**src/rtl/aes_block_scheduler_if.sv**
```systemverilog
// ----------------------------------------------------------------------------
// aes_block_scheduler_if
//   Bundles every non-clock/reset signal between the AES block scheduler and
//   its environment (UART RX byte stream, encrypt core, UART TX handshake and
//   status flags).
//
//   slave  : the scheduler's view (consumes rx/core/tx_ready, drives the rest)
//   master : the environment's view (UART RX, encrypt core, UART TX)
//
//   rx_byte/rx_valid      received byte + 1-cycle strobe
//   enc_data/enc_start    plaintext block + 1-cycle launch pulse to the core
//   enc_result/enc_done   ciphertext + 1-cycle completion strobe from the core
//   tx_byte/tx_valid      byte to UART TX, held until tx_ready
//   tx_ready              UART TX can accept
//   busy                  scheduler holds a partial or in-flight block
//   overrun               1-cycle pulse: rx byte dropped
//   rx_timeout            1-cycle pulse: partial block discarded
//   enc_timeout           1-cycle pulse: core did not answer in time
// ----------------------------------------------------------------------------
interface aes_block_scheduler_if;
    logic [7:0]   rx_byte;
    logic         rx_valid;
    logic [127:0] enc_data;
    logic         enc_start;
    logic [127:0] enc_result;
    logic         enc_done;
    logic [7:0]   tx_byte;
    logic         tx_valid;
    logic         tx_ready;
    logic         busy;
    logic         overrun;
    logic         rx_timeout;
    logic         enc_timeout;

    modport slave (
        input  rx_byte,
        input  rx_valid,
        input  enc_result,
        input  enc_done,
        input  tx_ready,
        output enc_data,
        output enc_start,
        output tx_byte,
        output tx_valid,
        output busy,
        output overrun,
        output rx_timeout,
        output enc_timeout
    );

    modport master (
        output rx_byte,
        output rx_valid,
        output enc_result,
        output enc_done,
        output tx_ready,
        input  enc_data,
        input  enc_start,
        input  tx_byte,
        input  tx_valid,
        input  busy,
        input  overrun,
        input  rx_timeout,
        input  enc_timeout
    );
endinterface

```
**src/rtl/aes_block_scheduler.sv**
```systemverilog
// ----------------------------------------------------------------------------
// aes_block_scheduler
//   Sequences the AES encrypt datapath between UART RX and UART TX. Sixteen
//   received bytes are packed into one 128-bit block (first byte ends up in
//   [127:120]), the core is launched with a 1-cycle enc_start pulse, and the
//   16 result bytes are returned MSB-byte first over a valid/ready handshake.
//   All framing, idle/core timeouts and error flags live here so the core only
//   ever sees whole blocks.
//
// Parameters
//   CLOCK_PER_BIT  clk cycles per UART bit
//   RX_IDLE_MAX    idle cycles allowed inside a partial block before discard
//   ENC_MAX        cycles allowed in WAIT before the core is declared hung
//
// Ports
//   clk   system clock, rising edge
//   rst   asynchronous, active-high reset
//   bus   aes_block_scheduler_if.slave (rx, core, tx and status signals)
//
// All outputs are registered.
// ----------------------------------------------------------------------------
module aes_block_scheduler #(
    parameter int unsigned CLOCK_PER_BIT = 10417,
    parameter int unsigned RX_IDLE_MAX   = CLOCK_PER_BIT * 160,
    parameter int unsigned ENC_MAX       = CLOCK_PER_BIT * 200
) (
    input  logic                  clk,
    input  logic                  rst,
    aes_block_scheduler_if.slave  bus
);

    // A counter "reaches" its limit on the edge where it would step from
    // limit-1 to limit, so the compare is done against limit-1.
    localparam logic [31:0] IdleLast = 32'(RX_IDLE_MAX - 1);
    localparam logic [31:0] WaitLast = 32'(ENC_MAX - 1);

    typedef enum logic [1:0] {
        StCollect,
        StLaunch,
        StWait,
        StSend
    } state_e;

    state_e       state_q;
    logic [4:0]   count_q;      // bytes held in the current block, 0..16
    logic [31:0]  idle_q;       // cycles since last rx byte of a partial block
    logic [31:0]  wait_q;       // cycles spent in WAIT
    logic [127:0] data_q;       // plaintext shift register, drives enc_data
    logic [127:0] res_q;        // remaining result bytes, next byte in [127:120]
    logic [3:0]   idx_q;        // index of the byte currently offered on tx
    logic [7:0]   tx_byte_q;
    logic         tx_valid_q;
    logic         enc_start_q;
    logic         busy_q;
    logic         overrun_q;
    logic         rx_timeout_q;
    logic         enc_timeout_q;

    logic idle_expired;
    logic wait_expired;

    assign idle_expired = (count_q != 5'd0) && (idle_q >= IdleLast);
    assign wait_expired = (wait_q >= WaitLast);

    always_ff @(posedge clk or posedge rst) begin
        if (rst) begin
            state_q       <= StCollect;
            count_q       <= 5'd0;
            idle_q        <= 32'd0;
            wait_q        <= 32'd0;
            data_q        <= 128'd0;
            res_q         <= 128'd0;
            idx_q         <= 4'd0;
            tx_byte_q     <= 8'd0;
            tx_valid_q    <= 1'b0;
            enc_start_q   <= 1'b0;
            busy_q        <= 1'b0;
            overrun_q     <= 1'b0;
            rx_timeout_q  <= 1'b0;
            enc_timeout_q <= 1'b0;
        end else begin
            // Pulse outputs default low; each branch raises them for one cycle.
            enc_start_q   <= 1'b0;
            overrun_q     <= 1'b0;
            rx_timeout_q  <= 1'b0;
            enc_timeout_q <= 1'b0;

            case (state_q)
                StCollect: begin
                    if (count_q == 5'd16) begin
                        // Block complete: launch next edge. A byte arriving in
                        // this hand-off cycle has no slot and is dropped.
                        state_q     <= StLaunch;
                        enc_start_q <= 1'b1;
                        count_q     <= 5'd0;
                        idle_q      <= 32'd0;
                        overrun_q   <= bus.rx_valid;
                    end else begin
                        rx_timeout_q <= idle_expired;
                        if (bus.rx_valid) begin
                            // On a simultaneous timeout the byte wins and opens
                            // a fresh block; stale bytes shift out as it fills.
                            data_q  <= {data_q[119:0], bus.rx_byte};
                            count_q <= idle_expired ? 5'd1 : count_q + 5'd1;
                            idle_q  <= 32'd0;
                            busy_q  <= 1'b1;
                        end else if (idle_expired) begin
                            // Discard the partial block; enc_data is left as is.
                            count_q <= 5'd0;
                            idle_q  <= 32'd0;
                            busy_q  <= 1'b0;
                        end else if ((count_q != 5'd0) && (idle_q != '1)) begin
                            idle_q <= idle_q + 32'd1;
                        end
                    end
                end

                StLaunch: begin
                    state_q   <= StWait;
                    wait_q    <= 32'd0;
                    overrun_q <= bus.rx_valid;
                end

                StWait: begin
                    overrun_q <= bus.rx_valid;
                    if (bus.enc_done) begin
                        // Done has priority over a timeout on the same edge.
                        res_q      <= {bus.enc_result[119:0], 8'd0};
                        tx_byte_q  <= bus.enc_result[127:120];
                        tx_valid_q <= 1'b1;
                        idx_q      <= 4'd0;
                        state_q    <= StSend;
                    end else if (wait_expired) begin
                        enc_timeout_q <= 1'b1;
                        state_q       <= StCollect;
                        count_q       <= 5'd0;
                        busy_q        <= 1'b0;
                    end else if (wait_q != '1) begin
                        wait_q <= wait_q + 32'd1;
                    end
                end

                StSend: begin
                    overrun_q <= bus.rx_valid;
                    // tx_byte only moves on acceptance, so it is stable while stalled.
                    if (tx_valid_q && bus.tx_ready) begin
                        if (idx_q == 4'd15) begin
                            tx_valid_q <= 1'b0;
                            state_q    <= StCollect;
                            count_q    <= 5'd0;
                            busy_q     <= 1'b0;
                        end else begin
                            idx_q     <= idx_q + 4'd1;
                            tx_byte_q <= res_q[127:120];
                            res_q     <= {res_q[119:0], 8'd0};
                        end
                    end
                end

                default: begin
                    state_q <= StCollect;
                    count_q <= 5'd0;
                    busy_q  <= 1'b0;
                end
            endcase
        end
    end

    assign bus.enc_data    = data_q;
    assign bus.enc_start   = enc_start_q;
    assign bus.tx_byte     = tx_byte_q;
    assign bus.tx_valid    = tx_valid_q;
    assign bus.busy        = busy_q;
    assign bus.overrun     = overrun_q;
    assign bus.rx_timeout  = rx_timeout_q;
    assign bus.enc_timeout = enc_timeout_q;

endmodule

```
**src/flat_wrapper.sv**
```systemverilog
// flat-port wrapper written by rule: the top's interface ports become plain ports
module aes_block_scheduler_flat 
#(
    parameter int unsigned CLOCK_PER_BIT = 10417,
    parameter int unsigned RX_IDLE_MAX   = CLOCK_PER_BIT * 160,
    parameter int unsigned ENC_MAX       = CLOCK_PER_BIT * 200
)
  (clk, rst, bus_rx_byte, bus_rx_valid, bus_enc_result, bus_enc_done, bus_tx_ready, bus_enc_data, bus_enc_start, bus_tx_byte, bus_tx_valid, bus_busy, bus_overrun, bus_rx_timeout, bus_enc_timeout);
  aes_block_scheduler_if bus_i ();
  input  logic clk;
  input  logic rst;
  input wire logic [$bits(bus_i.rx_byte)-1:0] bus_rx_byte;
  input wire logic [$bits(bus_i.rx_valid)-1:0] bus_rx_valid;
  input wire logic [$bits(bus_i.enc_result)-1:0] bus_enc_result;
  input wire logic [$bits(bus_i.enc_done)-1:0] bus_enc_done;
  input wire logic [$bits(bus_i.tx_ready)-1:0] bus_tx_ready;
  output wire logic [$bits(bus_i.enc_data)-1:0] bus_enc_data;
  output wire logic [$bits(bus_i.enc_start)-1:0] bus_enc_start;
  output wire logic [$bits(bus_i.tx_byte)-1:0] bus_tx_byte;
  output wire logic [$bits(bus_i.tx_valid)-1:0] bus_tx_valid;
  output wire logic [$bits(bus_i.busy)-1:0] bus_busy;
  output wire logic [$bits(bus_i.overrun)-1:0] bus_overrun;
  output wire logic [$bits(bus_i.rx_timeout)-1:0] bus_rx_timeout;
  output wire logic [$bits(bus_i.enc_timeout)-1:0] bus_enc_timeout;
  assign bus_i.rx_byte = bus_rx_byte;
  assign bus_i.rx_valid = bus_rx_valid;
  assign bus_i.enc_result = bus_enc_result;
  assign bus_i.enc_done = bus_enc_done;
  assign bus_i.tx_ready = bus_tx_ready;
  assign bus_enc_data = bus_i.enc_data;
  assign bus_enc_start = bus_i.enc_start;
  assign bus_tx_byte = bus_i.tx_byte;
  assign bus_tx_valid = bus_i.tx_valid;
  assign bus_busy = bus_i.busy;
  assign bus_overrun = bus_i.overrun;
  assign bus_rx_timeout = bus_i.rx_timeout;
  assign bus_enc_timeout = bus_i.enc_timeout;
  aes_block_scheduler #(.CLOCK_PER_BIT(CLOCK_PER_BIT), .RX_IDLE_MAX(RX_IDLE_MAX), .ENC_MAX(ENC_MAX)) u_core (.clk(clk), .rst(rst), .bus(bus_i));
endmodule
```
**config.mk**
```make
export PLATFORM = sky130hd
export DESIGN_NAME = aes_block_scheduler_flat
export DESIGN_NICKNAME = d
export VERILOG_FILES = /design/src/rtl/aes_block_scheduler_if.sv /design/src/rtl/aes_block_scheduler.sv /design/src/flat_wrapper.sv
export SDC_FILE = /design/constraint.sdc
export NUM_CORES = 1
export LEC_CHECK = 0
export ABC_AREA = 1
export ABC_CLOCK_PERIOD_IN_PS = 23400
export CAP_MARGIN = 10
export CORE_ASPECT_RATIO = 0.9
export CORE_UTILIZATION = 32
export CTS_BUF_LIST = sky130_fd_sc_hd__clkbuf_8
export DETAILED_ROUTE_END_ITERATION = 8
export HOLD_SLACK_MARGIN = 0.06
export SYNTH_ARGS = -nofsm -noshare
export SYNTH_HDL_FRONTEND = slang
export SYNTH_SLANG_ARGS = --single-unit
```
**constraint.sdc**
```tcl
create_clock -name clk -period 23.4 [get_ports clk]
set_input_delay 5.85 -clock clk [delete_from_list [all_inputs] [get_ports clk]]
set_output_delay 5.85 -clock clk [all_outputs]
set_load 0.03 [all_outputs]
```
Yosys cells after proc, flatten, opt, wreduce, memory -nomap -nowiden. Index checks and enable logic that the tools add are counted.

Bits in registers: 345. Input bits: 141. Output and inout bits: 142.

Bitwise gates (word level): 1. Reductions and logical operators: 18. Equality and inequality tests: 20. Multiplexer cells: 54. Order comparisons: 2. $add $sub $neg: 4.

Operators with widths (number): $mux 128 (3); $pmux 128 s2 (1); $mux 32 (7); $add 32x1->32 const B (2); $ge 32x21->1 const B (2); $ne 32x32->1 const B (2); $pmux 32 s2 (1); $mux 5 (8); $mux 8 (3); $mux 1 (16); $pmux 8 s2 (1); $reduce_and 4->1 (4); $pmux 5 s3 (1); $mux 4 (3); $mux 2 (5); $ne 2x1->1 const B (5); $ne 2x2->1 const B (5); $pmux 2 s4 (1); $pmux 4 s2 (1); $reduce_and 7->1 (1); $ne 3x2->1 const B (2); $reduce_and 6->1 (1); $add 5x1->5 const B (1); $eq 5x5->1 const B (1); 17 further kinds (22).

Longest topological paths before layout. Gate-level depths: netlist of run 1.

Depth after elaboration: 6. Mapped depth: 15. Gate-level depth less buffers: 14.

Least setup slack after synthesis of run 1. OpenSTA, ideal clock, no wires.

Kind: in2reg. Start point: input bus_enc_done. End point: register u_core.wait_q[0]. Data required time: 23.278 ns. Data arrival time: 6.685 ns. Buffers on the path: 1. Stages: 7. Path slack: 16.593 ns. Setup time: 0.122 ns. Path through: nand2_1 inv_1 nor3_1 nand2_4 inv_4 buf_2 o21ai_1.

Word-level cells in the longest chain between the ends: 2.

RTL lines: from (decl) (line flat_wrapper.sv:15) `input wire logic [$bits(bus_i.enc_done)-1:0] bus_enc_done;`; $ne 2x2->1 (no source line); $reduce_and 4->1 (no source line); to (signal assigned) (line aes_block_scheduler.sv:139) `wait_q <= wait_q + 32'd1;`; to (decl) (line aes_block_scheduler.sv:47) `logic [31:0] wait_q;`.

No other way between the ends. A chain may end at the register's enable or synchronous reset.

Worst setup path after layout of run 1.
Start point: input bus_enc_done. End point: register u_core.res_q[17].

Word-level cells in the longest chain between the ends: 2.

RTL lines: $ne 2x2->1 (no source line); $reduce_and 4->1 (no source line); to (signal assigned) (line aes_block_scheduler.sv:128) `res_q <= {bus.enc_result[119:0], 8'd0};`; to (signal assigned) (line aes_block_scheduler.sv:155) `res_q <= {res_q[119:0], 8'd0};`; to (decl) (line aes_block_scheduler.sv:49) `logic [127:0] res_q;`.

No other way between the ends.

==> results.txt, run 1 <==
----------------------------------------------------
[Synth]
  Basic-gate share of the synthesized area counting and, or, nand and nor cells ... 0.175
  Count of warnings emitted by yosys ... 0
  Number of register bits inferred by synthesis ... between 300 and 400
  Largest cells by area after synthesis ... sky130_fd_sc_hd__dfrtp_1, sky130_fd_sc_hd__nand2_1, sky130_fd_sc_hd__o21ai_0
  Share of flip-flops with an asynchronous set or reset ... 1.00
  Cell accounting for the most synthesized area ... sky130_fd_sc_hd__dfrtp_1
  Share of synthesized area spent on multiplexers ... 0.00737
  Area share of fa/ha/maj cells after synthesis ... 0.00410
  XOR/XNOR share of the synthesized area ... 0.0115
  Count of distinct cell types in the synthesized netlist ... 39
  Cell area after synthesis ... between 0.015 and 0.02 mm^2
  Most instantiated library cell after synthesis ... sky130_fd_sc_hd__nand2_1
  Predominant post-synthesis flop cell ... sky130_fd_sc_hd__dfrtp_1
  Post-synthesis net count ... 1929
  Synth Area per Inst ... 8.57 um^2
  Register area share after synthesis ... 0.552
  Largest family of logic cells by synthesized area ... simple AND/OR/NAND/NOR gates
  Share of Yosys cell area claimed by the top area cell type ... 0.552
  Ranking of synthesized cells by instance count ... sky130_fd_sc_hd__nand2_1, sky130_fd_sc_hd__dfrtp_1, sky130_fd_sc_hd__inv_1
  Gate count of the mapped netlist ... 1783
  Post-synth EDFFs ... 0
  Compound-gate portion of the synthesized area ... 0.153

[GRT]
  Total global routing track utilization ... 0.167
  Vias in the first global route ... 12097
  Global-route wire length before repair ... 64600 um
  GRT Residual Overflow ... 0
  Largest net degree at the start of global routing ... 184
  Number of antenna violations at the first check in global routing ... 10

[Route]
  Average via count per standard cell ... roughly 4.6
  Remaining number of nets flagged by the antenna check after routing ... 0
  Length of the first detailed-routing pass in iterations ... 7
  Number of DRC markers in iteration 0 ... ~800
  Final routed DRC violation total ... 0
  Routed wire per std cell ... ~15 um
  Wire length after detailed routing ... 40500 um
  Detailed-route via count ... between 10000 and 15000

[Clock network]
  Htree depth ... 2
  Hold Buf Count CTS ... 0
  Clock transition time at the flip-flop clock pins of the worst setup and hold paths ... approximately 0.070 ns
  Num CTS Buffers ... 56
  Sink Count ... 337
  Skew-Pair Late Insertion Delay ... roughly 0.64 ns
  Clock tree from TritonCTS ... built
  Post-CTS setup buffer count ... 0
  PostCTS Resize Cnt ... 0
  Maximum clock path buffer count ... 3
  Root buf cell ... sky130_fd_sc_hd__clkbuf_8

[Critical path]
  CP Data Required Time ... roughly 24 ns
  Worst-path cell chain ... clkdlybuf4s50_1, nand2_1, nand2_1, nand2_1, inv_6, buf_4, o211ai_1, o21ai_0
  Combined buffer and inverter count along the critical path ... 3
  Cell with the most instances on the worst path ... sky130_fd_sc_hd__nand2_1
  Gate family responsible for the most delay along the worst path ... buffers and inverters
  Critical Path Start Type ... primary input
  Critical path class ... in2reg
  Maximum net fanout on the critical path ... about 150
  Crit path arrival time ... roughly 9 ns
  Highest cell delay on the worst timing path ... about 0.87 ns
  Crit-path slowest cell ... sky130_fd_sc_hd__inv_6
  Worst Setup End Kind ... flip-flop

[Flow run]
  Max Cap Viol ... 0

[Status]
  Status ... finished, final reports clean

[Place]
  IO buf count ... between 200 and 300
  Detailed placer's ending HPWL ... 27600 um
  RD Place Congestion ... between 0.8 and 0.9

[Timing]
  Worst slew margin relative to its limit ... 0.346
  Highest attainable clock frequency ... around 120 MHz
  Slew @ Worst Pin ... slightly below 1 ns
  Hold Violations, Final ... 0
  Number of slew-limit violations in the final report ... 0
  Final setup TNS ... 0 ns
  Worst setup skew after layout ... approximately 0.023 ns
  Final setup vio count ... 0
  Share of the clock period used by the worst path after layout ... 0.363
  Setup repair after global routing missed its margin ... false
  Time the worst path needs with I/O delays and setup ... approximately 8.5 ns

[Power]
  Worst vdd ir ... approximately 0.000036 V
  P per Cell Area ... approximately 61 mW/mm^2
  Design Power ... 0.00120 W
  Leakage power ... a little under 10 nW

[Die]
  Core area ... between 0.04 and 0.05 mm^2
  Die width ... approximately 230 um
  Standard-cell row count ... 75
  Die area ... 0.0486 mm^2
  Height of the die ... 209 um
  Starting density of the core ... 0.326
  Ports ... 283

[Hold path]
  HP Class ... reg2reg

[Finish]
  Nets ... around 2200
  Area growth syn-to-layout ... 29.7%
  Core occupancy in the finished layout ... 0.423
  Layout cell share with drive strength beyond 1 ... 0.0733

----------------------------------------------------
-- path summary, 6_finish.rpt --
path	cells past startpoint	end	slack (ns)	start
worst max-delay path	8	u_core.res_q[17]	14.90	bus_enc_done
worst min-delay path	2	u_core.bus.busy	0.48	u_core.bus.busy
worst max register to register	9	u_core.res_q[17]	19.40	u_core.state_q[1]
worst min register to register	2	u_core.bus.busy	0.48	u_core.bus.busy
max in group asynchronous	4	u_core.bus.tx_byte[4]	15.62	rst
min in group asynchronous	2	u_core.bus.enc_data[6]	5.75	rst
-- per-layer routing --
layer  up-vias  GRT usage  routed length [um]
met5         -          0                  89
met4        12     0.0510                 872
met3        69     0.0626                3470
met2       262      0.260               18300
met1      5813      0.213               17700
li1       6252          -                   -
-- power by group --
part | switching, W | leakage, nW | internal [W] | total (W)
sequential | 0.0000000179 | 4.21 | 0.000583 | 0.000583
clock | 0.000255 | 0.709 | 0.000327 | 0.000582
combinational | 0.0000166 | 4.95 | 0.0000211 | 0.0000377
total | 0.000271 | 9.86 | 0.000931 | 0.00120
-- layout by cell type (no fill, tap or decap), types with 2 or more instances in the layout --
master / netlist / layout
sky130_fd_sc_hd__nand3_1: 33 / 33
sky130_fd_sc_hd__mux2_2: 10 / 10
sky130_fd_sc_hd__inv_1: 267 / 280
sky130_fd_sc_hd__bufinv_16: 0 / 3
sky130_fd_sc_hd__nand3b_1: 3 / 3
sky130_fd_sc_hd__diode_2: 0 / 5
sky130_fd_sc_hd__a31oi_1: 9 / 9
sky130_fd_sc_hd__clkinvlp_4: 0 / 2
sky130_fd_sc_hd__nor2_2: 6 / 6
sky130_fd_sc_hd__inv_6: 0 / 3
sky130_fd_sc_hd__nor2_1: 170 / 170
sky130_fd_sc_hd__o21ai_0: 201 / 201
sky130_fd_sc_hd__o211ai_1: 103 / 103
sky130_fd_sc_hd__dfrtp_1: 337 / 337
sky130_fd_sc_hd__nor2_4: 3 / 3
sky130_fd_sc_hd__or2_2: 2 / 2
sky130_fd_sc_hd__clkdlybuf4s50_1: 0 / 282
sky130_fd_sc_hd__inv_8: 0 / 2
sky130_fd_sc_hd__clkbuf_8: 0 / 77
sky130_fd_sc_hd__o21bai_1: 6 / 6
sky130_fd_sc_hd__inv_2: 5 / 3
sky130_fd_sc_hd__buf_4: 5 / 6
sky130_fd_sc_hd__ha_1: 5 / 5
sky130_fd_sc_hd__nand4_1: 15 / 15
sky130_fd_sc_hd__nand2_4: 3 / 3
sky130_fd_sc_hd__xnor2_1: 2 / 2
sky130_fd_sc_hd__clkinv_2: 0 / 7
sky130_fd_sc_hd__nand3_2: 11 / 11
sky130_fd_sc_hd__o31ai_1: 2 / 2
sky130_fd_sc_hd__nand2_2: 9 / 8
sky130_fd_sc_hd__xor2_1: 18 / 18
sky130_fd_sc_hd__nor3_1: 12 / 12
sky130_fd_sc_hd__a21oi_1: 64 / 64
sky130_fd_sc_hd__inv_4: 2 / 2
sky130_fd_sc_hd__o21ai_1: 20 / 20
sky130_fd_sc_hd__nand2_1: 367 / 367
-- state kept, by name, summed over array words and instances (netlist names), 2 cells and up --
| register | count |
|---|---|
| u_core.res_q | 120 |
| u_core.state_q | 2 |
| u_core.bus.tx_byte | 8 |
| u_core.idx_q | 4 |
| u_core.wait_q | 32 |
| u_core.bus.enc_data | 128 |
| u_core.count_q | 5 |
| u_core.idle_q | 32 |
-- final cells by class --
cell class | instances | area (um^2)
multi-input cells | 1081 | 5380
repair buffers | 289 | 2890
clock buffers | 77 | 1060
clock inverters | 28 | 213
fillers | 4722 | 27000
flip-flops and latches | 337 | 8430
inverters | 274 | 1050
diodes | 5 | 12.5
well taps | 616 | 771
-- worst min-delay path, stage by stage, from the launching register on --
cell and delay (ns):
sky130_fd_sc_hd__dfrtp_1 0.35, sky130_fd_sc_hd__nand2_1 0.05, sky130_fd_sc_hd__nand2_1 0.05
-- cell families (layout without fill, tap and decap cells) --
logic type,count (synthesis),after routing
flip-flops,337,337
adder cells (fa/ha/maj),5,5
XOR/XNOR,20,20
multiplexers,10,10
buffers and inverters,365,668
AND/OR/NAND/NOR,638,638
AO/OA/AOI/OAI,408,408
other,0,5
-- through the flow --
step	instances	hold WS [ns]	instance area (um^2)	setup WS (ns)
6_report	2707	0.483	19800	14.90
4_1_cts	2702	0.478	19800	14.99
2_1_floorplan	1783	0.453	15300	8.21
3_5_place_dp	2597	0.463	18500	14.29
3_3_place_gp	2597	0.462	18500	14.37
5_1_grt	2702	0.517	19800	14.65
Power figures use the tool's default switching activity.
==> run 2, diff against run 1 <==
- ABC_CLOCK_PERIOD_IN_PS: 23400 -> 7400
- clock period: 23.4 -> 7.4 ns (I/O delays scaled with it)
==> results.txt, run 2 (synthesis results as in run 1) <==
----------------------------------------------------
[Finish]
  Nets ... about 2200
  Number of flip-flops in the largest register ... approximately 130
  Area growth syn-to-layout ... 29.5%
  Most common library cell in the layout ignoring fill and taps ... sky130_fd_sc_hd__nand2_1
  Top library cells by usage in the layout, fill and taps aside ... sky130_fd_sc_hd__nand2_1, sky130_fd_sc_hd__dfrtp_1, sky130_fd_sc_hd__inv_1, sky130_fd_sc_hd__clkdlybuf4s50_1, sky130_fd_sc_hd__o21ai_0
  Layout cell share with drive strength beyond 1 ... 0.0728
  FILL cells ... ~4700
  Number of non-filler instances in the completed layout ... roughly 2700

[Route]
  Detailed-route via count ... 12413
  Wire length after detailed routing ... between 40000 and 50000 um
  Length of the first detailed-routing pass in iterations ... 5
  Final routed DRC violation total ... 0
  Remaining number of nets flagged by the antenna check after routing ... 0
  Number of DRC markers in iteration 0 ... ~1000
  Routed wire per std cell ... 14.8 um
  Average via count per standard cell ... between 4 and 5

[Die]
  Height of the die ... between 200 and 250 um
  Die area ... 0.0486 mm^2
  Ports ... approximately 280
  Standard-cell row count ... 75
  Core area ... between 0.04 and 0.05 mm^2
  Die width ... between 200 and 250 um
  Starting density of the core ... 0.326

[Timing]
  Setup WS post-layout ... 3.25 ns
  Highest attainable clock frequency ... 241 MHz
  Final setup TNS ... 0 ns
  Final setup vio count ... 0
  Time the worst path needs with I/O delays and setup ... 4.15 ns
  Number of slew-limit violations in the final report ... 0
  Worst setup skew after layout ... roughly 0.021 ns
  Final-layout worst hold slack ... 0.478 ns
  Setup repair after global routing missed its margin ... false
  Hold Violations, Final ... 0
  Worst slew margin relative to its limit ... 0.357
  Slew @ Worst Pin ... 0.964 ns
  Share of the clock period used by the worst path after layout ... 0.561

[GRT]
  Largest net degree at the start of global routing ... between 150 and 200
  Global-route wire length before repair ... about 64000 um
  Number of antenna violations at the first check in global routing ... 11
  Vias in the first global route ... 11951
  Total global routing track utilization ... 0.166
  GRT Residual Overflow ... 0

[Critical path]
  Crit path arrival time ... around 4.7 ns
  Critical register-to-register path startpoint ... u_core.state_q[1]
  Maximum net fanout on the critical path ... roughly 150
  Critical path class ... in2reg
  Critical Path Start Type ... primary input
  Number of cell instances on the worst register-to-register path ... 9
  CP Data Required Time ... 7.96 ns
  Worst Setup End Kind ... flip-flop
  Reg-to-Reg End ... u_core.res_q[79]
  Worst setup slack for register-to-register paths ... 3.71 ns

[Place]
  Pre-CTS setup slack ... approximately 2.6 ns
  IO buf count ... roughly 280
  Cell count after placement ... 2599
  Detailed placer's ending HPWL ... about 28000 um
  RD Place Congestion ... between 0.8 and 0.9

[Clock network]
  Hold Buf Count CTS ... 0
  Root buf cell ... sky130_fd_sc_hd__clkbuf_8
  Num CTS Buffers ... between 50 and 60
  Maximum clock path buffer count ... 3
  Clock tree from TritonCTS ... built
  PostCTS Resize Cnt ... 0
  Sink Count ... approximately 340
  Htree depth ... 2
  Clock transition time at the flip-flop clock pins of the worst setup and hold paths ... about 0.06 ns
  Skew-Pair Late Insertion Delay ... 0.65 ns
  Post-CTS setup buffer count ... 0

[Power]
  Portion of total power attributed to combinational logic ... 0.032
  Switching power ... 0.000852 W
  Worst vdd ir ... 0.000120 V
  Flop pwr share ... 0.491
  Design Power ... 0.00375 W
  Clock share of power ... 0.476
  Leakage power ... 9.86 nW
  Net Sw Frac ... 0.227
  P_int ... 0.00290 W
  P per Cell Area ... between 150 and 200 mW/mm^2

[Hold path]
  HP Class ... reg2reg
  Number of stages on the worst hold path ... 2
  Worst-case hold path end point ... u_core.bus.busy
  Critical hold path startpoint ... u_core.bus.busy

[Status]
  Status ... finished, final reports clean

[Flow run]
  Max Cap Viol ... 0

----------------------------------------------------
-- run 2: layer usage --
metal  track usage  routed length, um  vias to the layer above
li1              -                  -                     6239
met1         0.224              18300                     5823
met2         0.248              17900                      266
met3        0.0587               2910                       69
met4        0.0544                891                       16
met5             0                116                        -
-- run 2: area by class of cell --
type | instances | area, um^2 | share of cell area
diodes | 3 | 7.51 | 0.000379
clock buffers | 76 | 1050 | 0.0529
clock inverters | 28 | 184 | 0.00930
inverters | 274 | 1050 | 0.0529
multi-input cells | 1081 | 5380 | 0.272
flip-flops and latches | 337 | 8430 | 0.426
well taps | 616 | 771 | 0.0390
repair buffers | 291 | 2920 | 0.147
-- run 2: worst max path at each step --
stage / cells past startpoint / slack (ns) / start / to
after CTS: 8 / 3.29 / bus_enc_done / u_core.res_q[24]
after detailed placement: 8 / 2.56 / bus_enc_done / u_core.res_q[44]
after floorplan: 1 / 1.05 / rst / u_core.bus.busy
after global placement: 8 / 2.67 / bus_enc_done / u_core.res_q[47]
after global routing: 8 / 2.90 / bus_enc_done / u_core.res_q[30]
final: 8 / 3.25 / bus_enc_done / u_core.res_q[79]
-- run 2: per-stage QoR --
step	cell area, um^2	utilization
5_1_grt	19800	0.422
4_1_cts	19800	0.422
6_report	19800	0.422
2_1_floorplan	15300	-
3_3_place_gp	18500	0.396
3_5_place_dp	18500	0.396
-- run 2: critical path, stage by stage --
cell and delay (ns):
sky130_fd_sc_hd__clkdlybuf4s50_1 0.49, sky130_fd_sc_hd__nand2_1 0.07, sky130_fd_sc_hd__nand2_1 0.11, sky130_fd_sc_hd__nand2_1 0.47, sky130_fd_sc_hd__inv_6 0.87, sky130_fd_sc_hd__buf_4 0.48, sky130_fd_sc_hd__o211ai_1 0.15, sky130_fd_sc_hd__o21ai_0 0.10
-- run 2: power by group through the flow --
stage / clock [W] / combinational (W) / sequential [W]
final: 0.00179 / 0.000121 / 0.00184
after global routing: 0.00193 / 0.000133 / 0.00184
after CTS: 0.00185 / 0.000125 / 0.00184
after detailed placement: 0 / 0.000125 / 0.00188
after global placement: 0 / 0.000124 / 0.00188
after floorplan: 0 / 0.0000283 / 0.00188
